### src/rtl/wb_shared_bus.sv
// Wishbone classic shared bus: registered round-robin arbiter, base/mask slave decode,
// an error responder for unmapped addresses and a per-transfer watchdog.
module wb_shared_bus #(
    parameter int MASTER_COUNT = 2,
    parameter int SLAVE_COUNT  = 2,
    parameter int ADDR_WIDTH   = 24,
    parameter int DATA_WIDTH   = 8,
    parameter int SEL_WIDTH    = DATA_WIDTH / 8,
    parameter logic [SLAVE_COUNT*ADDR_WIDTH-1:0] SLAVE_BASE = {24'h800000, 24'h000000},
    parameter logic [SLAVE_COUNT*ADDR_WIDTH-1:0] SLAVE_MASK = {24'h800000, 24'hFFFFFC},
    parameter int TIMEOUT_CYCLES = 255,
    localparam int GNT_W = (MASTER_COUNT > 1) ? $clog2(MASTER_COUNT) : 1
) (
    input  logic                               clk_i,
    input  logic                               rst_i,
    input  logic [MASTER_COUNT-1:0]            wbm_cyc_i,
    input  logic [MASTER_COUNT-1:0]            wbm_stb_i,
    input  logic [MASTER_COUNT*ADDR_WIDTH-1:0] wbm_adr_i,
    input  logic [MASTER_COUNT-1:0]            wbm_we_i,
    input  logic [MASTER_COUNT*SEL_WIDTH-1:0]  wbm_sel_i,
    input  logic [MASTER_COUNT*DATA_WIDTH-1:0] wbm_dat_i,
    output logic [MASTER_COUNT-1:0]            wbm_ack_o,
    output logic [MASTER_COUNT-1:0]            wbm_err_o,
    output logic [MASTER_COUNT-1:0]            wbm_rty_o,
    output logic [DATA_WIDTH-1:0]              wbm_dat_o,
    output logic [SLAVE_COUNT-1:0]             wbs_cyc_o,
    output logic [SLAVE_COUNT-1:0]             wbs_stb_o,
    output logic [ADDR_WIDTH-1:0]              wbs_adr_o,
    output logic                               wbs_we_o,
    output logic [SEL_WIDTH-1:0]               wbs_sel_o,
    output logic [DATA_WIDTH-1:0]              wbs_dat_o,
    input  logic [SLAVE_COUNT-1:0]             wbs_ack_i,
    input  logic [SLAVE_COUNT-1:0]             wbs_err_i,
    input  logic [SLAVE_COUNT-1:0]             wbs_rty_i,
    input  logic [SLAVE_COUNT*DATA_WIDTH-1:0]  wbs_dat_i,
    output logic [GNT_W-1:0]                   gnt_o,
    output logic                               gnt_valid_o
);

    localparam int CNT_W = (TIMEOUT_CYCLES > 1) ? $clog2(TIMEOUT_CYCLES) : 1;

    logic [GNT_W-1:0]       gnt_q, gnt_d;
    logic                   gnt_valid_q, gnt_valid_d;
    logic                   err_q, err_d;
    logic                   tmo_q, tmo_d;
    logic [CNT_W-1:0]       cnt_q, cnt_d;

    logic                   bus_cyc, bus_stb;
    logic [ADDR_WIDTH-1:0]  bus_adr;
    logic [SLAVE_COUNT-1:0] slv_sel;
    logic                   mapped;
    int                     slv_idx;
    logic                   s_ack, s_err, s_rty, slv_resp, wd_err;
    logic                   bus_ack, bus_err, bus_rty;

    // Round-robin search starting after the current owner; only when the owner has let go.
    always_comb begin
        logic found;
        int   idx;
        found       = 1'b0;
        idx         = 0;
        gnt_d       = gnt_q;
        gnt_valid_d = |wbm_cyc_i;
        if (!gnt_valid_q || !wbm_cyc_i[gnt_q]) begin
            for (int k = 1; k <= MASTER_COUNT; k++) begin
                idx = (int'(gnt_q) + k) % MASTER_COUNT;
                if (!found && wbm_cyc_i[idx]) begin
                    gnt_d = GNT_W'(idx);
                    found = 1'b1;
                end
            end
        end
    end

    assign bus_cyc = gnt_valid_q & wbm_cyc_i[gnt_q];
    assign bus_stb = bus_cyc & wbm_stb_i[gnt_q];
    assign bus_adr = wbm_adr_i[int'(gnt_q)*ADDR_WIDTH +: ADDR_WIDTH];

    assign wbs_adr_o = bus_adr;
    assign wbs_we_o  = wbm_we_i[gnt_q];
    assign wbs_sel_o = wbm_sel_i[int'(gnt_q)*SEL_WIDTH +: SEL_WIDTH];
    assign wbs_dat_o = wbm_dat_i[int'(gnt_q)*DATA_WIDTH +: DATA_WIDTH];

    always_comb begin
        slv_sel = '0;
        mapped  = 1'b0;
        slv_idx = 0;
        for (int j = 0; j < SLAVE_COUNT; j++) begin
            if (!mapped && ((bus_adr & SLAVE_MASK[j*ADDR_WIDTH +: ADDR_WIDTH]) ==
                            (SLAVE_BASE[j*ADDR_WIDTH +: ADDR_WIDTH] & SLAVE_MASK[j*ADDR_WIDTH +: ADDR_WIDTH]))) begin
                slv_sel[j] = 1'b1;
                mapped     = 1'b1;
                slv_idx    = j;
            end
        end
    end

    assign wbs_cyc_o = {SLAVE_COUNT{bus_cyc}} & slv_sel;
    assign wbs_stb_o = {SLAVE_COUNT{bus_stb}} & slv_sel;

    assign s_ack    = |(wbs_ack_i & slv_sel);
    assign s_err    = |(wbs_err_i & slv_sel);
    assign s_rty    = |(wbs_rty_i & slv_sel);
    assign slv_resp = s_ack | s_err | s_rty;
    // A real slave answer in the timeout cycle takes precedence over the watchdog.
    assign wd_err   = tmo_q & bus_stb & ~slv_resp;

    assign bus_ack = bus_cyc & s_ack;
    assign bus_err = bus_cyc & (s_err | err_q | wd_err);
    assign bus_rty = bus_cyc & s_rty;

    always_comb begin
        wbm_ack_o        = '0;
        wbm_err_o        = '0;
        wbm_rty_o        = '0;
        wbm_ack_o[gnt_q] = bus_ack;
        wbm_err_o[gnt_q] = bus_err;
        wbm_rty_o[gnt_q] = bus_rty;
    end

    assign wbm_dat_o   = (gnt_valid_q && mapped) ? wbs_dat_i[slv_idx*DATA_WIDTH +: DATA_WIDTH] : '0;
    assign gnt_o       = gnt_q;
    assign gnt_valid_o = gnt_valid_q;

    assign err_d = bus_stb & ~mapped & ~err_q;

    always_comb begin
        cnt_d = cnt_q;
        tmo_d = 1'b0;
        if (TIMEOUT_CYCLES > 0) begin
            if (!bus_stb || !mapped || slv_resp || tmo_q) begin
                cnt_d = '0;
            end else if (cnt_q == CNT_W'(TIMEOUT_CYCLES - 1)) begin
                cnt_d = '0;
                tmo_d = 1'b1;
            end else begin
                cnt_d = cnt_q + 1'b1;
            end
        end
    end

    always_ff @(posedge clk_i) begin
        if (rst_i) begin
            gnt_q       <= GNT_W'(MASTER_COUNT - 1);
            gnt_valid_q <= 1'b0;
            err_q       <= 1'b0;
            tmo_q       <= 1'b0;
            cnt_q       <= '0;
        end else begin
            gnt_q       <= gnt_d;
            gnt_valid_q <= gnt_valid_d;
            err_q       <= err_d;
            tmo_q       <= tmo_d;
            cnt_q       <= cnt_d;
        end
    end

endmodule
### config.mk
export PLATFORM = sky130hd
export DESIGN_NAME = wb_shared_bus
export DESIGN_NICKNAME = d
export VERILOG_FILES = /design/src/rtl/wb_shared_bus.sv
export SDC_FILE = /design/constraint.sdc
export NUM_CORES = 1
export LEC_CHECK = 0
export CORE_AREA = 10 10 81 83
export DETAILED_ROUTE_END_ITERATION = 16
export DIE_AREA = 0 0 91 93
export MAX_ROUTING_LAYER = met4
export PLACE_DENSITY = 0.83
export SETUP_SLACK_MARGIN = 0.2
export SYNTH_ARGS = -nofsm -noshare
export SYNTH_HDL_FRONTEND = slang
export SYNTH_SLANG_ARGS = --single-unit
### constraint.sdc
create_clock -name clk_i -period 2.71 [get_ports clk_i]
set_clock_uncertainty 0.2 [all_clocks]
set_input_delay 0.542 -clock clk_i [delete_from_list [all_inputs] [get_ports clk_i]]
set_output_delay 0.542 -clock clk_i [all_outputs]
set_load 0.01 [all_outputs]
# Yosys cells after proc, flatten, opt, wreduce, memory -nomap -nowiden
# Cells that the tools add are included.
# classes
order_cmp	4
n_eq_ne	1
shifts	4
n_bitwise	26
n_reduce_logical	23
multipliers	1
addsub	3
n_mux	24
# op_table
operator	n
$shiftx 48x7->24	1
$shiftx 16x32->8	1
$logic_not 24->1	1
$mux 1	22
$and 2x2->2	8
$shiftx 16x5->8	1
$reduce_or 2->1	5
$and 1x1->1	9
$add 8x1->8 const B	1
$eq 8x8->1 const B	1
$mux 8	1
$logic_not 1->1	6
$lt 2x3->1 const B	2
$logic_and 1x1->1	4
$logic_or 1x1->1	4
$or 1x1->1	4
$mul 1x2->3 const B	1
$not 1->1	3
$reduce_or 3->1	1
$add 1x1->1 const B	2
$and 1x1->1 const A	2
$lt 1x2->1 const B	1
$reduce_and 2->1	1
$reduce_bool 2->1	1
3 further kinds	3
# word_totals
in_bits	96
ff_bits	12
word_cells	91

# Depth between registers and ports, before layout
# logic_depth
ltp_word	16
ltp_mapped	7

# Least setup slack after synthesis
# No wires, ideal clock.
# synth_timing
path_type	input-to-output
from	input port wbm_adr_i[37]
to	output port wbm_rty_o[0]
n_path_buf	1
stages	6
setup_slack_ns	0.051
t_arrival_ns	1.917
t_required_ns	1.968
path_cell_list	nor4_1 nand4_1 a221oi_4 buf_6 a22oi_1 nor3_1
# synth_between
elab_chain_len	10
# synth_lines
element	line	source
start: declaration	18	input logic [MASTER_COUNT*ADDR_WIDTH-1:0] wbm_adr_i,
$shiftx 48x7->24 (*)	77	assign bus_adr = wbm_adr_i[int'(gnt_q)*ADDR_WIDTH +: ADDR_WIDTH];
$logic_not 24->1 (*)	89	if (!mapped && ((bus_adr & SLAVE_MASK[j*ADDR_WIDTH +: ADDR_WIDTH]) ==
$mux 1 (*)	89	
$logic_not 1->1	89	
$logic_and 1x1->1	89	
$mux 1	89	
$and 2x2->2 (*)	103	assign s_rty = |(wbs_rty_i & slv_sel);
$reduce_or 2->1 (*)	103	
$and 1x1->1 (*)	110	assign bus_rty = bus_cyc & s_rty;
$and 2x2->2 (no source line) (*)	--	
end: declaration	24	output logic [MASTER_COUNT-1:0] wbm_rty_o,
# Every way passes the cells marked *; elsewhere a longest branch is shown, timed or not.

# Final worst setup path
# layout_timing
from	input port wbm_adr_i[43]
to	output port wbm_err_o[0]
# layout_between
elab_chain_len	15
# layout_lines
element	line	source
$shiftx 48x7->24 (*)	77	
$logic_not 24->1 (*)	89	
$mux 1 (*)	89	
$logic_not 1->1	89	
$logic_and 1x1->1	89	
$mux 1	89	
$and 2x2->2 (on tied branches)	101, 102	
$reduce_or 2->1 (on tied branches)	101, 102	
$or 1x1->1 (2 in a row)	104	assign slv_resp = s_ack | s_err | s_rty;
$not 1->1	106	assign wd_err = tmo_q & bus_stb & ~slv_resp;
$and 1x1->1	106	
$or 1x1->1 (*)	109	assign bus_err = bus_cyc & (s_err | err_q | wd_err);
$and 1x1->1 (*)	109	
$and 2x2->2 (no source line) (*)	--	
end: declaration	23	output logic [MASTER_COUNT-1:0] wbm_err_o,
# Marks and branches as above.

==> qor.yml <==
drt_wl_total_mm: 8.24
max_cap_violations: 0
timing.hold.worst.class: "register to register"
design.final.nets: 444
cts.reportedPaths.clkPinSlew_ps: 50
hold_bufs_at_cts: 0
failed_checks: "negative setup slack"
final_common_cell: "sky130_fd_sc_hd__clkdlybuf4s50_1"
power.ir.vdd_worst_uv: 207
drive_gt1_share_pct: 47.5
pwr_density_nw_per_um2: 248
drtAntennaViolNets: 0
period_needed_ps: 3000
ys_ff_latch: 12
row_count: 26
critPathLaunchType: "primary input"
layout-area-overhead-vs-synth_pct: 146
layout_common_cells: "70 x sky130_fd_sc_hd__clkdlybuf4s50_1, 34 x sky130_fd_sc_hd__mux2_2, 29 x sky130_fd_sc_hd__dlygate4sd2_1, 28 x sky130_fd_sc_hd__buf_2, 25 x sky130_fd_sc_hd__buf_4"
antenna_found_initial: 2
area_occupied_by_registers_um2: 244
grt_first_pass_wirelength_mm: 12.2
final-hold-violation-count: 0
part_of_the_cycle_the_worst_path_needs_pct: 111
grt_pass1_vias: 2405
place_hpwl_mm: 6.66
grtUsageTotal_pct: 18.3
unrepaired_setup_endpoints_after_global_routing: "true"
gp_congestion: 0.820
multiInputGateArea_um2: 1300
io_pins: 150
cts_tree: "yes"
cts_made_buffers: 3
yosysUniqueCellTypes: 37
drt_first_pass_iters: 4
cp.arrival_ps: 2260
highest_achievable_clock_rate_mhz: 333
slew_headroom_pct: 75.7
cts.sinks: 12
wl_per_cell_um: 19.8
setup.worst_path.end_class: "primary output"
effective_utilization_at_floorplan_pct: 26.9
slew_viols_final: 0
cp_max_fo: 2
timing.final.setup_violations: 16
detail_route.vias_per_cell: 5.02
worst-slew-pin-transition_ps: 361
numPortBuffers: 149
avgSynthCellArea_um2: 8.06
core_um2: 5010
critPathKind: "primary input to primary output"
layout.core_utilization_pct: 66.0
detailroute.via_count: 2095
largest_net_degree_at_the_start_of_global_routing: 15
netlist_instances: 167
mappedNetlistNets: 265
leakagePower_nw: 1.39
post_layout_power_mw: 0.819
ys.warnings.count: 0
grt_remaining_overflow: 0
die_area_um2: 8460
seq_area_frac_synth_pct: 17.8
share_of_async_settable_or_async_resettable_flops_after_synthesis_pct: 0
synthFlopType: "sky130_fd_sc_hd__dfxtp_1"
run_status: "finished, violations left"
die-width_um: 91
filler_cell_count: 413
critical_path_required_ps: 1970
fp.dieH_um: 93
clockBufferDepth: 2
ctsHtreeMaxLevel: 1
syn-cell-area_um2: 1350
drc: 0
synth-edff-count: 0
post-route-worst-setup-slack_ps: -292
dr.first_iter.drc_count: 67
pre_cts_slack_ps: -1080
setup_tns_ps: -3540
root_buffer: "sky130_fd_sc_hd__clkbuf_8"
clock_insertion_delay_worst_skew_ps: 240
==> through the flow <==
| step | area, µm² | cells | hold WS, ps |
|---|---|---|---|
| 2_1_floorplan | 1410 | 167 | 269 |
| 3_3_place_gp | 3100 | 398 | 285 |
| 3_5_place_dp | 3100 | 398 | 298 |
| 4_1_cts | 3220 | 412 | 305 |
| 5_1_grt | 3310 | 417 | 355 |
| 6_report | 3310 | 417 | 330 |
==> area by class of cell <==
cell class	count	area share, %
timing repair buffer	183	48.4
multi-input combinational	143	39.4
sequential	12	7.38
tap	70	2.65
clock buffer	4	1.66
inverter	3	0.341
antenna	2	0.151
==> power by group <==
part           internal (mW)  leakage (nW)  switching [mW]
Sequential             0.179        0.0974         0.00438
Combinational          0.263          1.27           0.178
Clock                  0.128        0.0288          0.0661
Total                  0.571          1.39           0.248
==> layer usage <==
layer  global-route usage (%)  part of all wire (%)
met5                        -                     0
met4                     7.31                   4.8
met3                     4.64                   7.4
met2                     32.2                    50
met1                     19.4                    38
==> critical path, cell delays in order <==
cell and delay [ps]:
sky130_fd_sc_hd__buf_2 120, sky130_fd_sc_hd__nor4b_2 290, sky130_fd_sc_hd__nand4_1 240, sky130_fd_sc_hd__buf_4 200, sky130_fd_sc_hd__a221o_1 340, sky130_fd_sc_hd__o21ai_1 160, sky130_fd_sc_hd__buf_4 140, sky130_fd_sc_hd__a211oi_2 70
sky130_fd_sc_hd__buf_2 150
==> sequential cells by signal, indices dropped and copies added (netlist names) <==
register and count:
gnt_o 1, gnt_valid_o 1, cnt_q 8, err_q 1, tmo_q 1
==> logic make-up (layout without fill, tap and decap cells) <==
group           count (synthesis)  count (layout)  synth area share, %
compound gates                 25              25                 15.0
xor+xnor                        6               6                 3.90
fa+ha+maj                       2               2                 1.86
buf+inv                        12             190                 4.27
flops                          12              12                 17.8
mux                            35              35                 29.2
other cells                     0               2                    0
simple gates                   75              75                 28.0
==> cell usage after synthesis, types with 2 or more instances <==
library cell / number / area share (%)
sky130_fd_sc_hd__nor4_1: 7 / 3.3
sky130_fd_sc_hd__inv_1: 2 / 0.56
sky130_fd_sc_hd__mux2_2: 34 / 28
sky130_fd_sc_hd__clkbuf_1: 5 / 1.4
sky130_fd_sc_hd__ha_1: 2 / 1.9
sky130_fd_sc_hd__nand2_1: 20 / 5.6
sky130_fd_sc_hd__nor2_1: 14 / 3.9
sky130_fd_sc_hd__nand4_1: 2 / 0.93
sky130_fd_sc_hd__a21oi_1: 4 / 1.5
sky130_fd_sc_hd__a21boi_0: 5 / 2.8
sky130_fd_sc_hd__dfxtp_1: 12 / 18
sky130_fd_sc_hd__nand3_1: 7 / 2.6
sky130_fd_sc_hd__nor3_1: 15 / 5.6
sky130_fd_sc_hd__xor2_1: 5 / 3.3
sky130_fd_sc_hd__a21boi_1: 3 / 1.7
sky130_fd_sc_hd__o21ai_0: 5 / 1.9
sky130_fd_sc_hd__a22oi_1: 3 / 1.7
sky130_fd_sc_hd__and3_1: 3 / 1.4
==> path summary, 6_finish.rpt <==
kind                            slack (ps)                from  cells after the start                   to
worst max-delay path                  -290       wbm_adr_i[43]                      9         wbm_err_o[0]
worst min-delay path                   330    err_q$_SDFF_PP0_                      2     err_q$_SDFF_PP0_
worst max register to register         520  gnt_o$_SDFFE_PP1P_                      7  cnt_q[3]$_SDFF_PP0_
worst min register to register         330    err_q$_SDFF_PP0_                      2     err_q$_SDFF_PP0_
==> what timing repair did <==
action	CTS	global route
gates resized for setup	237	34
buffers inserted	10	3
setup endpoints to repair	45	23
hold endpoints to repair	0	0
pin swaps	29	22
(Power assumes the default switching activity.)
